--- config.mk ---
export PLATFORM = sky130hd
export DESIGN_NAME = program_loader
export DESIGN_NICKNAME = d
export VERILOG_FILES = /design/src/rtl/program_loader_pkg.sv /design/src/rtl/word_assembler.sv /design/src/rtl/program_loader.sv
export SDC_FILE = /design/constraint.sdc
export NUM_CORES = 1
export LEC_CHECK = 0
export ABC_CLOCK_PERIOD_IN_PS = 6800
export BUFFER_PORTS_ARGS = -buffer_cell sky130_fd_sc_hd__buf_2
export CAP_MARGIN = 25
export CORE_MARGIN = 2
export CORE_UTILIZATION = 50
export CTS_CLUSTER_SIZE = 10
export DETAILED_ROUTE_END_ITERATION = 12
export PLACE_DENSITY = 0.78
export SYNTH_ARGS = -nofsm -noshare
export SYNTH_HDL_FRONTEND = slang
export SYNTH_SLANG_ARGS = --single-unit
--- constraint.sdc ---
create_clock -name clk -period 6.8 [get_ports clk]
set_input_delay 0.34 -clock clk [delete_from_list [all_inputs] [get_ports clk]]
set_output_delay 0.34 -clock clk [all_outputs]
set_load 0.02 [all_outputs]
--- src/rtl/program_loader_pkg.sv ---
// Shared definitions for the boot-time program loader: FSM encoding,
// parameter defaults and stream framing constants.
package program_loader_pkg;

  localparam int unsigned DEFAULT_MAX_WORDS     = 256;
  localparam logic [31:0] DEFAULT_BASE_ADDR     = 32'h0000_0000;
  localparam int unsigned DEFAULT_RELEASE_DELAY = 4;

  // Bytes in the length header; data words use the same framing.
  localparam int unsigned HDR_BYTES = 4;

  typedef enum logic [2:0] {
    ST_HDR   = 3'd0,
    ST_DATA  = 3'd1,
    ST_DRAIN = 3'd2,
    ST_RUN   = 3'd3,
    ST_ERR   = 3'd4
  } loader_state_t;

endpackage

--- src/rtl/word_assembler.sv ---
// Collects bytes MSB first into 32-bit words and flags the byte that
// completes a word, presenting the finished word alongside that strobe.
module word_assembler
  import program_loader_pkg::*;
(
  input  logic        clk,
  input  logic        rst,
  input  logic        clear,
  input  logic        byte_valid,
  input  logic [7:0]  byte_data,
  output logic        word_done,
  output logic [31:0] word
);

  // Only the three older bytes need storing; the fourth is the live input.
  logic [23:0] shreg;
  logic [1:0]  byte_cnt;

  assign word_done = byte_valid && (byte_cnt == 2'(HDR_BYTES - 1));
  assign word      = {shreg, byte_data};

  always_ff @(posedge clk or posedge rst) begin
    if (rst) begin
      shreg    <= '0;
      byte_cnt <= '0;
    end else if (clear) begin
      shreg    <= '0;
      byte_cnt <= '0;
    end else if (byte_valid) begin
      shreg    <= word[23:0];
      byte_cnt <= byte_cnt + 2'd1;
    end
  end

endmodule

--- src/rtl/program_loader.sv ---
// Loads a length-prefixed, big-endian program from a byte stream into
// instruction memory, holding the CPU in reset until the image is complete.
module program_loader
  import program_loader_pkg::*;
#(
  parameter int unsigned MAX_WORDS     = DEFAULT_MAX_WORDS,
  parameter logic [31:0] BASE_ADDR     = DEFAULT_BASE_ADDR,
  parameter int unsigned RELEASE_DELAY = DEFAULT_RELEASE_DELAY
) (
  input  logic          clk,
  input  logic          rst,
  input  logic          rx_valid,
  input  logic [7:0]    rx_data,
  output logic          rx_ready,
  input  logic          reload,
  output logic          imem_we,
  output logic [31:0]   imem_addr,
  output logic [31:0]   imem_wdata,
  output logic          cpu_rst,
  output logic          load_done,
  output logic          load_err,
  output loader_state_t state_dbg
);

  localparam int unsigned CNT_W = $clog2(MAX_WORDS + 1);

  loader_state_t state, state_next;

  logic             byte_accept;
  logic             reload_take;
  logic             word_done;
  logic [31:0]      asm_word;
  logic [CNT_W-1:0] n_words;
  logic [CNT_W-1:0] word_idx;
  logic             last_word;
  logic [7:0]       drain_cnt;

  // Handshake: a byte moves only when rx_valid && rx_ready in the same cycle;
  // rx_ready depends on state alone, so the source may hold rx_valid freely.
  assign rx_ready    = (state == ST_HDR) || (state == ST_DATA);
  assign byte_accept = rx_valid && rx_ready;
  assign reload_take = reload && ((state == ST_RUN) || (state == ST_ERR));
  assign last_word   = (word_idx == n_words - CNT_W'(1));
  assign state_dbg   = state;

  word_assembler u_word_assembler (
    .clk        (clk),
    .rst        (rst),
    .clear      (reload_take),
    .byte_valid (byte_accept),
    .byte_data  (rx_data),
    .word_done  (word_done),
    .word       (asm_word)
  );

  always_comb begin
    state_next = state;
    case (state)
      ST_HDR: begin
        if (word_done) begin
          if (asm_word > 32'(MAX_WORDS)) begin
            state_next = ST_ERR;
          end else if (asm_word == 32'd0) begin
            state_next = ST_DRAIN;
          end else begin
            state_next = ST_DATA;
          end
        end
      end
      ST_DATA: begin
        if (word_done && last_word) begin
          state_next = ST_DRAIN;
        end
      end
      ST_DRAIN: begin
        if (drain_cnt == 8'(RELEASE_DELAY - 1)) begin
          state_next = ST_RUN;
        end
      end
      ST_RUN, ST_ERR: begin
        if (reload) begin
          state_next = ST_HDR;
        end
      end
      default: state_next = ST_HDR;
    endcase
  end

  always_ff @(posedge clk or posedge rst) begin
    if (rst) begin
      state     <= ST_HDR;
      cpu_rst   <= 1'b1;
      load_done <= 1'b0;
      load_err  <= 1'b0;
      drain_cnt <= '0;
    end else begin
      state     <= state_next;
      cpu_rst   <= (state_next != ST_RUN);
      load_done <= (state_next == ST_RUN);
      load_err  <= (state_next == ST_ERR);
      drain_cnt <= (state == ST_DRAIN) ? drain_cnt + 8'd1 : 8'd0;
    end
  end

  // Write port registers: the strobe lands the cycle after the final byte,
  // and address/data hold their last values between strobes.
  always_ff @(posedge clk or posedge rst) begin
    if (rst) begin
      imem_we    <= 1'b0;
      imem_addr  <= BASE_ADDR;
      imem_wdata <= '0;
      n_words    <= '0;
      word_idx   <= '0;
    end else begin
      imem_we <= 1'b0;
      if (reload_take) begin
        word_idx <= '0;
      end else if ((state == ST_HDR) && word_done) begin
        n_words  <= CNT_W'(asm_word);
        word_idx <= '0;
      end else if ((state == ST_DATA) && word_done) begin
        imem_we    <= 1'b1;
        imem_addr  <= BASE_ADDR + (32'(word_idx) << 2);
        imem_wdata <= asm_word;
        word_idx   <= word_idx + CNT_W'(1);
      end
    end
  end

endmodule
=== Word-level counts from Yosys, hierarchy flattened ===
Cells that the tools add are included.

* Memory bits (writable): 0
* Input bits: 12
* Output and inout port bits: 72
* ROM bits: 0
* Memories: 0
* Latch bits: 0
* Register bits: 100
* Word-level logic and storage cells: 62

* Add/sub/neg operators: 4
* Bitwise gates (word level): 2
* Mux-type cells: 18
* Reduce and logical (&&, ||, !) cells: 15
* Equal/unequal tests: 10
* Divide/modulo/power cells: 0
* Magnitude comparators: 1
* Shift operators: 0
* Multipliers: 0

{| class="wikitable"
|+ Operators by type and width
! kind !! number
|-
| $mux 24 || 2
|-
| $gt 32x9->1 const B || 1
|-
| $logic_not 32->1 || 1
|-
| $mux 9 || 3
|-
| $mux 3 || 5
|-
| $pmux 3 s4 || 1
|-
| $add 9x1->9 const B || 1
|-
| $eq 3x2->1 const B || 3
|-
| $eq 9x9->1 || 1
|-
| $sub 9x1->9 const B || 1
|-
| $add 8x1->8 const B || 1
|-
| $eq 8x2->1 const B || 1
|-
| $mux 8 || 1
|-
| $eq 3x3->1 const B || 2
|-
| $logic_and 1x1->1 || 6
|-
| $mux 2 || 3
|-
| $eq 3x1->1 const B || 1
|-
| $logic_not 3->1 || 1
|-
| $mux 1 || 3
|-
| $ne 3x2->1 const B || 1
|-
| $reduce_and 3->1 || 1
|-
| $reduce_bool 3->1 || 1
|-
| $add 2x1->2 const B || 1
|-
| $eq 2x2->1 const B || 1
|-
| 5 further kinds || 7
|}

=== Longest topological paths before layout ===
* Depth after elaboration: 8
* Mapped depth: 9
* Gate-level depth less buffers: 7

=== Hierarchy ===
From an unflattened synthesis, not the netlist that was laid out.

* Cell total of the unflattened synthesis: 493
* Area, all modules: 4782.1 µm²

{| class="wikitable"
|+ By module, submodules not included
! module !! area an instance (µm²) !! times used !! seq. area each (µm²) !! cells an instance
|-
| program_loader || 3623.5 || 1 || 1853.0 || 398
|-
| word_assembler || 1158.6 || 1 || 650.6 || 95
|}

=== Least setup slack after synthesis ===
No wires, ideal clock.

* Kind: reg2reg
* Start point: register n_words[0]
* End point: register state[0], in the netlist state_dbg[0]
* Clock period less this slack: 1.840 ns
* Data arrival time: 1.716 ns
* Stages on the path, launching flop included: 9
* Library setup time: 0.124 ns
* Path buffers: 1
* Slack: 4.960 ns
* Data required time: 6.676 ns
* Cell sequence: dfrtp_1 clkbuf_1 inv_1 ha_1 nor2b_1 xnor2_1 o41ai_1 nand4_1 o31a_1

* Longest elaborated chain between the ends: 5

{| class="wikitable"
|+ Ends and longest elaborated chain
! what !! RTL line !! RTL
|-
| start, declared || program_loader.sv:33 || <nowiki>logic [CNT_W-1:0] n_words;</nowiki>
|-
| start signal, assigned || program_loader.sv:119 || <nowiki>n_words <= CNT_W'(asm_word);</nowiki>
|-
| $sub 9x1->9 || program_loader.sv:43 || <nowiki>assign last_word = (word_idx == n_words - CNT_W'(1));</nowiki>
|-
| $eq 9x9->1 || program_loader.sv:43 ||
|-
| $logic_and 1x1->1 || program_loader.sv:71 || <nowiki>if (word_done && last_word) begin</nowiki>
|-
| $mux 3 || program_loader.sv:71 ||
|-
| $pmux 3 s4 || program_loader.sv:58 || <nowiki>case (state)</nowiki>
|-
| via state_next[0] || program_loader.sv:27 || <nowiki>loader_state_t state, state_next;</nowiki>
|-
| end signal, assigned || program_loader.sv:97 || <nowiki>state <= state_next;</nowiki>
|-
| end, declared || program_loader.sv:27 ||
|}

The timed path passes the listed nets, and every way through them passes these cells.
A chain may end at the register's enable or synchronous reset.

=== Worst setup path after layout ===
* Start point: register state[2], in the netlist state_dbg[2]
* End point: register word_idx[8]

* Longest elaborated chain between the ends: 7
* Elaborated cells between the ends (all ways): 14
* Those cells by class: eq/ne (3); mux (2); reduce/logical (9)

{| class="wikitable"
|+ Ends and longest elaborated chain
! what !! RTL line !! RTL
|-
| $eq 3x1->1 / $logic_not 3->1 (equally long branches) || program_loader.sv:40, program_loader.sv:121, program_loader.sv:118 ||
|-
| $logic_or 1x1->1 || program_loader.sv:40 || <nowiki>assign rx_ready = (state == ST_HDR) || (state == ST_DATA);</nowiki>
|-
| $logic_and 1x1->1 || program_loader.sv:41 || <nowiki>assign byte_accept = rx_valid && rx_ready;</nowiki>
|-
| $logic_and 1x1->1 || word_assembler.sv:19 || <nowiki>assign word_done = byte_valid && (byte_cnt == 2'(HDR_BYTES - 1));</nowiki>
|-
| $logic_and 1x1->1 || program_loader.sv:118 || <nowiki>end else if ((state == ST_HDR) && word_done) begin</nowiki>
|-
| $mux 9 || program_loader.sv:118 ||
|-
| $mux 9 || program_loader.sv:116 || <nowiki>if (reload_take) begin</nowiki>
|-
| end signal, assigned || program_loader.sv:125 || <nowiki>word_idx <= word_idx + CNT_W'(1);</nowiki>
|-
| end, declared || program_loader.sv:34 || <nowiki>logic [CNT_W-1:0] word_idx;</nowiki>
|}

Parallel ways exist; a longest one is shown, timed or not.

==> impl_results.html <==
<table>
<tr><th>Metric</th><th>Value</th></tr>
<tr><th colspan="2">Status</th></tr>
<tr><td>Outcome</td><td>finished clean</td></tr>
<tr><th colspan="2">Pwr</th></tr>
<tr><td>Pwr Total</td><td>0.00151 W</td></tr>
<tr><td>Power density cells</td><td>295 nW/um2</td></tr>
<tr><td>Peak supply drop</td><td>0.149 mV</td></tr>
<tr><td>Part of the total power dissipated in sequential elements</td><td>53.3%</td></tr>
<tr><td>Switching component of the power</td><td>0.000542 W</td></tr>
<tr><td>Relative contribution of the clock network to total power</td><td>24.3%</td></tr>
<tr><td>Sw frac</td><td>35.8%</td></tr>
<tr><td>Power Internal</td><td>0.000972 W</td></tr>
<tr><td>Leakage power summed over all cells</td><td>2.67 nW</td></tr>
<tr><td>Part of the total power dissipated in combinational logic</td><td>22.4%</td></tr>
<tr><th colspan="2">STA</th></tr>
<tr><td>Final hold violation count</td><td>0</td></tr>
<tr><td>Max Clk Rate</td><td>406 MHz</td></tr>
<tr><td>Total count of max-transition violations in the final report</td><td>0</td></tr>
<tr><td>Setup violation total in the final timing report</td><td>0</td></tr>
<tr><td>Tightest Pin Transition</td><td>0.859 ns</td></tr>
<tr><td>Final sum of negative setup slack</td><td>0 ns</td></tr>
<tr><td>Max-Slew Margin vs Limit</td><td>42.6%</td></tr>
<tr><td>Tcrit/Tclk final</td><td>36.2%</td></tr>
<tr><td>Time the final worst path needs with I/O delays and setup</td><td>2.46 ns</td></tr>
<tr><td>Setup Skew</td><td>0.0165 ns</td></tr>
<tr><td>Unrepaired setup endpoints after global routing</td><td>false</td></tr>
<tr><th colspan="2">Yosys</th></tr>
<tr><td>Library cell occupying the most area in the post-synthesis netlist</td><td>dfrtp_1</td></tr>
<tr><td>Number of synthesized register bits</td><td>100</td></tr>
<tr><td>Share of the synthesized area in the top cell type</td><td>53.3%</td></tr>
<tr><td>Sequential-to-total area share from yosys stat</td><td>53.9%</td></tr>
<tr><td>Top post-synthesis cells by count</td><td>nand2_1, dfrtp_1, o21ai_0</td></tr>
<tr><td>Yosys warning count</td><td>0</td></tr>
<tr><td>Number of enable flip-flop cells after synthesis</td><td>0</td></tr>
<tr><td>Dominant register cell in the synthesized netlist</td><td>dfrtp_1</td></tr>
<tr><td>Combined area of all synthesized cells</td><td>4650 um2</td></tr>
<tr><td>Count of cell types in the netlist</td><td>49</td></tr>
<tr><td>Mapped Avg Cell Area</td><td>9.11 um2</td></tr>
<tr><td>Leading post-synthesis cells by cell area</td><td>dfrtp_1, nand2_1, buf_4</td></tr>
<tr><td>Post-synthesis async set-or-reset flop share</td><td>100%</td></tr>
<tr><td>Most common cell in the synthesized netlist</td><td>nand2_1</td></tr>
<tr><td>Cells after Synth</td><td>510</td></tr>
<tr><th colspan="2">GRT</th></tr>
<tr><td>Vias in the first global route</td><td>3433</td></tr>
<tr><td>Total routing usage reported by global routing</td><td>20.5%</td></tr>
<tr><td>First-pass GRT wire length</td><td>16.3 mm</td></tr>
<tr><td>Global route overflow</td><td>0</td></tr>
<tr><td>Pin count of the biggest net entering global routing</td><td>66</td></tr>
<tr><td>Number of antenna violations at the first check in global routing</td><td>0</td></tr>
<tr><th colspan="2">Critical path</th></tr>
<tr><td>Reg2Reg Setup Slack</td><td>4.34 ns</td></tr>
<tr><td>Capturing instance or port of the critical path</td><td>word_idx[8]</td></tr>
<tr><td>Data required, critical path</td><td>7.05 ns</td></tr>
<tr><td>Critical path origin</td><td>state_dbg[2]</td></tr>
<tr><td>End of the worst register-to-register path</td><td>word_idx[8]</td></tr>
<tr><td>Category of the worst setup path launch point</td><td>register</td></tr>
<tr><td>Arrival @ worst endpoint</td><td>2.72 ns</td></tr>
<tr><td>Largest fanout on the critical path</td><td>47</td></tr>
<tr><td>Category of the worst setup path capture point</td><td>register</td></tr>
<tr><td>Cells on worst reg2reg path</td><td>9</td></tr>
<tr><td>Startpoint of the worst register-to-register path</td><td>state_dbg[2]</td></tr>
<tr><td>Type of the setup path with the least slack</td><td>reg2reg</td></tr>
<tr><th colspan="2">CTS</th></tr>
<tr><td>Clock latency on the worst-skew pair</td><td>0.37 ns</td></tr>
<tr><td>Maximum level of the CTS H-tree</td><td>3</td></tr>
<tr><td>Clock tree sinks</td><td>100</td></tr>
<tr><td>Clock transition at the registers of the reported paths</td><td>0.11 ns</td></tr>
<tr><td>Bufs on Longest Clock Path</td><td>2</td></tr>
<tr><td>TritonCTS clock tree</td><td>yes</td></tr>
<tr><td>Clk root buf</td><td>clkbuf_8</td></tr>
<tr><td>Number of buffers inserted during clock tree synthesis</td><td>9</td></tr>
<tr><td>Number of instances resized during post-cts repair</td><td>0</td></tr>
<tr><th colspan="2">Cells and area</th></tr>
<tr><td>Area growth from synthesis to layout</td><td>10.3%</td></tr>
<tr><td>Nets@finish</td><td>576</td></tr>
<tr><td>Antenna fix cells</td><td>0</td></tr>
<tr><td>Fraction of final layout cells with drive strength greater than 1</td><td>17.2%</td></tr>
<tr><th colspan="2">Placed design</th></tr>
<tr><td>Detailed-placement wirelength estimate</td><td>6.60 mm</td></tr>
<tr><td>Port bufs</td><td>60</td></tr>
<tr><td>Routability cong.</td><td>0.825</td></tr>
<tr><th colspan="2">Floorplan</th></tr>
<tr><td>Initial cell density of the core</td><td>51.0%</td></tr>
<tr><td>Row count</td><td>35</td></tr>
<tr><td>Area of the placeable core</td><td>9110 um2</td></tr>
<tr><td>Chip Height</td><td>100 um</td></tr>
<tr><td>Die area</td><td>10100 um2</td></tr>
<tr><td>Number of top-level pins</td><td>84</td></tr>
<tr><td>Horizontal die dimension</td><td>100 um</td></tr>
<tr><th colspan="2">Drt</th></tr>
<tr><td>Average wire per cell in the routed design</td><td>14.3 um</td></tr>
<tr><td>Post-detailed-routing wire length</td><td>9.68 mm</td></tr>
<tr><td>Starting DRT DRC Count</td><td>198</td></tr>
<tr><td>DRC viols</td><td>0</td></tr>
<tr><td>Number of vias in the routed layout</td><td>3508</td></tr>
<tr><td>Vias per std cell</td><td>5.19</td></tr>
<tr><td>Number of iterations in the first detailed-routing pass</td><td>4</td></tr>
<tr><td>Antenna Nets Post-Route</td><td>0</td></tr>
<tr><th colspan="2">Worst hold path</th></tr>
<tr><td>Class of the tightest hold or removal check</td><td>in2reg</td></tr>
<tr><td>Start point of the worst min-delay path</td><td>rx_data[7]</td></tr>
<tr><th colspan="2">Flow run</th></tr>
<tr><td>Number of max-cap violations</td><td>0</td></tr>
</table>
-- logic make-up after synthesis --
family                   after synthesis  synth area share (%)
AO/OA/AOI/OAI                         52                  6.73
adder cells (fa/ha/maj)                4                  1.08
buffers and inverters                 57                  7.08
multiplexers                           6                  1.45
AND/OR/NAND/NOR                      265                  25.0
XOR/XNOR                              25                  4.71
flip-flops                           100                  53.9
other                                  1                0.0807
-- cell type report --
| cell class | instances | area, um2 |
|---|---|---|
| clock buffer | 9 | 124 |
| clock inverter | 7 | 62.6 |
| fill | 832 | 3980 |
| inverter | 8 | 32.5 |
| multi-input combinational | 375 | 1900 |
| sequential | 100 | 2500 |
| tap | 111 | 139 |
| timing repair buffer | 66 | 368 |
-- power groups by stage --
stage	Combinational [W]	Clock, W	Sequential (W)
2_1_floorplan	0.000291	0	0.000777
3_3_place_gp	0.000318	0	0.000809
3_5_place_dp	0.000335	0	0.000815
4_1_cts	0.000338	0.000375	0.000803
5_1_grt	0.000382	0.000402	0.000822
6_report	0.000340	0.000368	0.000807
-- how the worst min path moves through the flow --
stage | cells past startpoint | to | slack [ns]
5_1_grt | 3 | imem_wdata[1] | 0.20
2_1_floorplan | 2 | imem_wdata[0] | 0.45
3_3_place_gp | 2 | drain_cnt[3] | 0.38
6_report | 3 | imem_wdata[7] | 0.21
4_1_cts | 3 | imem_wdata[7] | 0.21
3_5_place_dp | 2 | drain_cnt[3] | 0.38
-- metrics by stage --
| stage | cell area, um2 | std cells | hold slack (ns) | setup WS (ns) | utilization [%] |
|---|---|---|---|---|---|
| detailed placement | 4890 | 657 | 0.380 | 3.81 | 53.7 |
| CTS | 5090 | 674 | 0.208 | 3.79 | 55.9 |
| global placement | 4890 | 657 | 0.380 | 3.97 | 53.7 |
| floorplan | 4730 | 532 | 0.445 | 3.84 | - |
| finish | 5130 | 676 | 0.214 | 4.34 | 56.3 |
| global route | 5130 | 676 | 0.199 | 4.15 | 56.3 |
-- layout by cell type, fill, tap and decap left out, types with 8 or more instances in the layout --
master	count
nor2_1	23
xnor2_1	17
nor4_1	11
dfrtp_1	99
buf_2	60
conb_1	23
xor2_1	8
clkbuf_8	9
o21ai_0	31
nand2_1	194
-- flip-flops by register name, summed over array words and instances (netlist names) --
name and flops:
cpu_rst 1, imem_addr 9, imem_we 1, load_done 1
u_word_assembler.byte_cnt 2, word_idx 9, load_err 1, n_words 9
drain_cnt 8, state_dbg 3, imem_wdata 32, u_word_assembler.shreg 24
-- layer usage --
layer	wire length (um)	vias up	global-route usage (%)
li1	-	1710	-
met1	4610	1703	28.9
met2	4430	86	31.5
met3	510	9	4.74
met4	129	0	6.74
met5	0	-	0
-- worst max-delay path: stages, from the launching register on --
cell	delay (ns)
dfrtp_1	0.48
nor3b_2	0.23
buf_4	0.32
nand3_2	0.19
buf_12	0.24
inv_1	0.07
buf_4	0.40
nand4_1	0.18
xor2_1	0.17
nor2_1	0.05
-- repair_timing --
action                    in CTS  in global routing
setup buffers                  0                  0
hold endpoints to repair      34                  0
hold buffers                   1                  0
(Power assumes the default switching activity.)
